**src/rtl/fsub_pkg.sv**
```systemverilog
// Shared types and sizing helpers for the chunked subtractor and its CLA adder.
// Operand width, chunk width and chunk count are all powers of the CLA fan-in.
package fsub_pkg;

   typedef enum logic [1:0] {
      IDLE = 2'd0,
      BUSY = 2'd1,
      DONE = 2'd2
   } state_t;

   // base**exp for elaboration-time sizing; exp is small, so a loop is fine
   function automatic int fsub_width(input int base, input int exp);
      int r;
      r = 1;
      for (int i = 0; i < exp; i++) begin
         r = r * base;
      end
      return r;
   endfunction

   function automatic int fsub_idx_w(input int n);
      return (n <= 1) ? 1 : $clog2(n);
   endfunction

endpackage

```
**src/rtl/fadd.sv**
```systemverilog
// Combinational carry-lookahead adder: sum = in1 + in2 + cin over input_size**depth bits.
// Carries come from a parallel-prefix (Kogge-Stone) generate/propagate tree.
module fadd
   import fsub_pkg::*;
#(
   parameter int input_size = 2,
   parameter int depth      = 3,
   localparam int W = fsub_width(input_size, depth)
) (
   input  logic [W-1:0] in1,
   input  logic [W-1:0] in2,
   input  logic         cin,
   output logic [W-1:0] sum,
   output logic         cout
);

   logic [W:0] w_c;

   always_comb begin
      logic [W-1:0] v_g, v_p, v_gn, v_pn;
      v_g = in1 & in2;
      v_p = in1 ^ in2;
      // After the loop, v_g[i]/v_p[i] span bits i..0
      for (int l = 0; (1 << l) < W; l++) begin
         v_gn = v_g;
         v_pn = v_p;
         for (int i = (1 << l); i < W; i++) begin
            v_gn[i] = v_g[i] | (v_p[i] & v_g[i - (1 << l)]);
            v_pn[i] = v_p[i] & v_p[i - (1 << l)];
         end
         v_g = v_gn;
         v_p = v_pn;
      end
      w_c[0] = cin;
      for (int i = 0; i < W; i++) begin
         w_c[i+1] = v_g[i] | (v_p[i] & cin);
      end
   end

   assign sum  = in1 ^ in2 ^ w_c[W-1:0];
   assign cout = w_c[W];

endmodule

```
**src/rtl/fsub_seq.sv**
```systemverilog
// Multi-cycle subtractor: diff = a - b - bin, one C-bit chunk per clock through a
// narrow fadd evaluating a + ~b + ~borrow, with valid/ready on both sides.
module fsub_seq
   import fsub_pkg::*;
#(
   parameter int input_size  = 2,
   parameter int depth       = 5,
   parameter int chunk_depth = 3,
   localparam int W = fsub_width(input_size, depth),
   localparam int C = fsub_width(input_size, chunk_depth)
) (
   input  logic         clk,
   input  logic         rst,
   input  logic         in_valid,
   output logic         in_ready,
   input  logic [W-1:0] a,
   input  logic [W-1:0] b,
   input  logic         bin,
   output logic         out_valid,
   input  logic         out_ready,
   output logic [W-1:0] diff,
   output logic         bout,
   output logic         ovf
);

   localparam int N     = W / C;
   localparam int IDX_W = fsub_idx_w(N);

   state_t             r_state;
   logic [W-1:0]       r_a, r_b, r_diff;
   logic               r_borrow, r_bout, r_ovf, r_out_valid, r_in_ready;
   logic [IDX_W-1:0]   r_idx;

   logic [C-1:0]       w_a_chunks [N];
   logic [C-1:0]       w_b_chunks [N];
   logic [C-1:0]       w_a_chunk, w_b_chunk, w_sum;
   logic               w_cout;

   for (genvar gi = 0; gi < N; gi++) begin : g_chunk
      assign w_a_chunks[gi] = r_a[gi*C +: C];
      assign w_b_chunks[gi] = r_b[gi*C +: C];
   end

   assign w_a_chunk = w_a_chunks[r_idx];
   assign w_b_chunk = w_b_chunks[r_idx];

   fadd #(
      .input_size (input_size),
      .depth      (chunk_depth)
   ) u_fadd (
      .in1  (w_a_chunk),
      .in2  (~w_b_chunk),
      .cin  (~r_borrow),
      .sum  (w_sum),
      .cout (w_cout)
   );

   always_ff @(posedge clk or posedge rst) begin
      if (rst) begin
         r_state     <= IDLE;
         r_a         <= '0;
         r_b         <= '0;
         r_diff      <= '0;
         r_borrow    <= 1'b0;
         r_idx       <= '0;
         r_bout      <= 1'b0;
         r_ovf       <= 1'b0;
         r_out_valid <= 1'b0;
         r_in_ready  <= 1'b0;
      end else begin
         case (r_state)
            IDLE: begin
               r_in_ready <= 1'b1;
               if (in_valid && r_in_ready) begin
                  r_a        <= a;
                  r_b        <= b;
                  r_borrow   <= bin;
                  r_idx      <= '0;
                  r_diff     <= '0;
                  r_in_ready <= 1'b0;
                  r_state    <= BUSY;
               end
            end
            BUSY: begin
               for (int i = 0; i < N; i++) begin
                  if (r_idx == IDX_W'(i)) r_diff[i*C +: C] <= w_sum;
               end
               r_borrow <= ~w_cout;
               if (r_idx == IDX_W'(N - 1)) begin
                  // w_sum[C-1] is the sign bit of diff being written this cycle
                  r_bout      <= ~w_cout;
                  r_ovf       <= (r_a[W-1] != r_b[W-1]) && (w_sum[C-1] != r_a[W-1]);
                  r_out_valid <= 1'b1;
                  r_state     <= DONE;
               end else begin
                  r_idx <= r_idx + 1'b1;
               end
            end
            DONE: begin
               if (out_ready) begin
                  r_out_valid <= 1'b0;
                  r_in_ready  <= 1'b1;
                  r_state     <= IDLE;
               end
            end
            default: begin
               r_state     <= IDLE;
               r_out_valid <= 1'b0;
               r_in_ready  <= 1'b0;
            end
         endcase
      end
   end

   assign in_ready  = r_in_ready;
   assign out_valid = r_out_valid;
   assign diff      = r_diff;
   assign bout      = r_bout;
   assign ovf       = r_ovf;

endmodule

```
**config.mk**
```make
export PLATFORM = sky130hd
export DESIGN_NAME = fsub_seq
export DESIGN_NICKNAME = d
export VERILOG_FILES = /design/src/rtl/fsub_pkg.sv /design/src/rtl/fadd.sv /design/src/rtl/fsub_seq.sv
export SDC_FILE = /design/constraint.sdc
export NUM_CORES = 1
export LEC_CHECK = 0
export BUFFER_PORTS_ARGS = -buffer_cell sky130_fd_sc_hd__buf_2
export CORE_UTILIZATION = 55
export CTS_BUF_LIST = sky130_fd_sc_hd__clkbuf_16
export CTS_CLUSTER_DIAMETER = 200
export DETAILED_ROUTE_END_ITERATION = 6
export HOLD_SLACK_MARGIN = 0.03
export PLACE_DENSITY = 0.91
export SYNTH_ARGS = -nofsm -noshare
export SYNTH_HDL_FRONTEND = slang
export SYNTH_HIERARCHICAL = 1
export SYNTH_SLANG_ARGS = --single-unit
export TNS_END_PERCENT = 100
```
**constraint.sdc**
```tcl
create_clock -name clk -period 4.6 [get_ports clk]
set_clock_uncertainty 0.1 [all_clocks]
set_input_delay 1.15 -clock clk [delete_from_list [all_inputs] [get_ports clk]]
set_output_delay 1.15 -clock clk [all_outputs]
set_load 0.1 [all_outputs]
```
==> out/results.txt <==
Final setup violation count: 0
R2r endpoint: ovf
IO Port Bufs: 104
Fill cells: 640
First-iteration detailed-routing DRC count: 187
Worst-path clk slew: 70 ps
Crit Path Category: flip-flop to flip-flop
All-Layer GR Usage: 0.241
Post-CTS Resized: 0
Routed vias: 3269
Clk buf depth: 2
Core Region: 8810 um^2
Rows: 34
Status: finished, violations left
Die Span Y: 97.9 um
CP Capture Type: flip-flop
FF-to-FF Start: r_idx[1]
Tcrit/Tclk final: 0.784
Ys flop type: dfrtp_1
Max Slew Vio Count: 0
Final ANT Viol Nets: 0
Buf/Inv on CP: 2
CTS tree: done
Startpoint types: flip-flop
Avg Cell Area, Syn: 15.2 um^2
Diodes inserted: 0
Failing checks: design-rule violations
Largest net degree at the start of global routing: 80
Ratio of cells with drive above 1 in the final layout: 0.482
Die X-Extent: 97.9 um
Worst Path Required: 4770 ps
Worst-Skew Late Latency: 340 ps
Placer Congestion: 0.842
Critical path depth: 10
Initial antenna violation count: 0
Syn Inst Count: 332
Number of setup buffers added after CTS: 0
Most common cell in the netlist: dfrtp_1
First-pass GRT wire length: 17800 um
Asr flop ratio synth: 1.00
Mapped Area: 5050 um^2
Crit path to: ovf
TNS Setup: 0 ps
Worst setup path start: r_idx[1]
Commonest cells post-synth: dfrtp_1 (105), mux2_4 (49), a22o_1 (35), inv_1 (18)
Slew Limit Headroom: 0.374
DR DRC count: 18
CP Cell Sequence: buf_4 -> mux4_2 -> inv_1 -> ha_1 -> a21oi_2 -> o2111ai_2 -> a221o_1 -> xor2_1 -> or3b_2 -> a31oi_1
Seq/Total Area, Yosys: 0.520
Critical path's top delay family: compound AO/OA/AOI/OAI gates
Total grt overflow: 0
IO Pins: 105
Period minus WS final: 3600 ps
Vias in the first global route: 3341
Flop2flop setup slack: 1000 ps
CTS H-Tree Depth: 3
Initial core utilization: 0.574
Max-cap violations: 0
FF+latch count, synth: 105
YS warnings: 6
Hpwl dp: 8030 um
Die area: 9580 um^2
Leading area contributor after synthesis: dfrtp_1
Number of flops mapped to enable cells by yosys: 0
Final net count: 520
RSZ-0062 raised after global routing: no
Drt first pass iters: 7
Area Growth Syn to Fin: 16.0%
F_max: 277 MHz
Number of clock sinks: 105
Worst hold path type: flip-flop to flip-flop
Clk root buf: clkbuf_16
Vias per std cell: 5.94
Netlist cell types: 43
Slowest cell on crit path: dfrtp_1
Worst slew pin tran: 939 ps
Post-Syn Nets: 415
Synth top area share: 0.520
FF-to-FF path depth: 10
Routed WL per cell: 19.9 um
Final hold vios: 0
Top cells by area, synth: dfrtp_1 (52%), mux2_4 (15%), mux4_2 (7.1%)
CP arrival: 3770 ps
Hold-fix buffers, CTS: 0
Crit path max fanout: 13
CTS Buf Count: 9
Crit path largest cell delay: 800 ps
Final WL: 10900 um
-- stage by stage --
stage | setup WS (ps) | instances | cell area (um^2) | hold slack [ps] | util
4_1_cts | 1010 | 550 | 5860 | 401 | 0.666
6_report | 996 | 550 | 5860 | 400 | 0.666
5_1_grt | 867 | 550 | 5860 | 421 | 0.666
3_3_place_gp | 1190 | 534 | 5590 | 379 | 0.635
2_1_floorplan | 589 | 332 | 5050 | 375 | -
3_5_place_dp | 1060 | 534 | 5590 | 384 | 0.635
-- sequential cells by signal, indices dropped and copies added, names as in the netlist --
register   cells
r_borrow       1
out_valid      1
in_ready       1
diff          32
r_a           32
ovf            1
r_idx          2
r_state        2
r_b           32
bout           1
-- worst min-delay path by stage --
stage / end / startpoint / cells after the start
2_1_floorplan: r_b[22] / r_b[22] / 1
6_report: diff[1] / diff[1] / 1
5_1_grt: diff[16] / diff[16] / 1
3_3_place_gp: diff[6] / diff[6] / 1
3_5_place_dp: diff[3] / diff[3] / 1
4_1_cts: diff[3] / diff[3] / 1
-- logic make-up (layout without fill, tap and decap cells) --
family,count (synthesis),count (layout),share of synthesized area
AO/OA/AOI/OAI,59,59,0.0953
XOR/XNOR,6,6,0.0104
adder cells (fa/ha/maj),14,14,0.0361
buffers and inverters,34,144,0.0488
flip-flops,105,105,0.520
multiplexers,82,82,0.255
AND/OR/NAND/NOR,32,32,0.0349
-- metal layers --
layer,GRT usage,wire length [um],vias to the layer above
met5,0,0,-
met4,0.0478,58,0
met3,0.0537,710,5
met2,0.393,5390,153
met1,0.334,4760,1680
li1,-,-,1431
-- cell type report --
| cell class | count | area (um^2) | share of cell area |
|---|---|---|---|
| inverters | 18 | 70.1 | 0.0120 |
| clock buffers | 9 | 225 | 0.0384 |
| well taps | 108 | 135 | 0.0231 |
| repair buffers | 110 | 578 | 0.0986 |
| clock inverters | 7 | 46.3 | 0.00790 |
| flip-flops and latches | 105 | 2630 | 0.448 |
| multi-input cells | 193 | 2180 | 0.372 |
-- layout by cell type (no fill, tap or decap), types with 2 or more instances in the layout --
master	instances
inv_6	2
o21ai_0	3
nor2_1	11
a21oi_1	5
nand3_1	2
mux4_2	16
mux2_4	49
a22o_1	35
buf_2	104
buf_4	5
inv_1	19
xnor2_1	4
ha_1	13
dfrtp_1	105
clkbuf_16	9
xor2_1	2
nand2_1	8
a21o_1	6
mux2_2	16
Power is left out: the tool's default activity adds up to more than one toggle a clock period on the data nets, which glitch-free logic cannot reach.
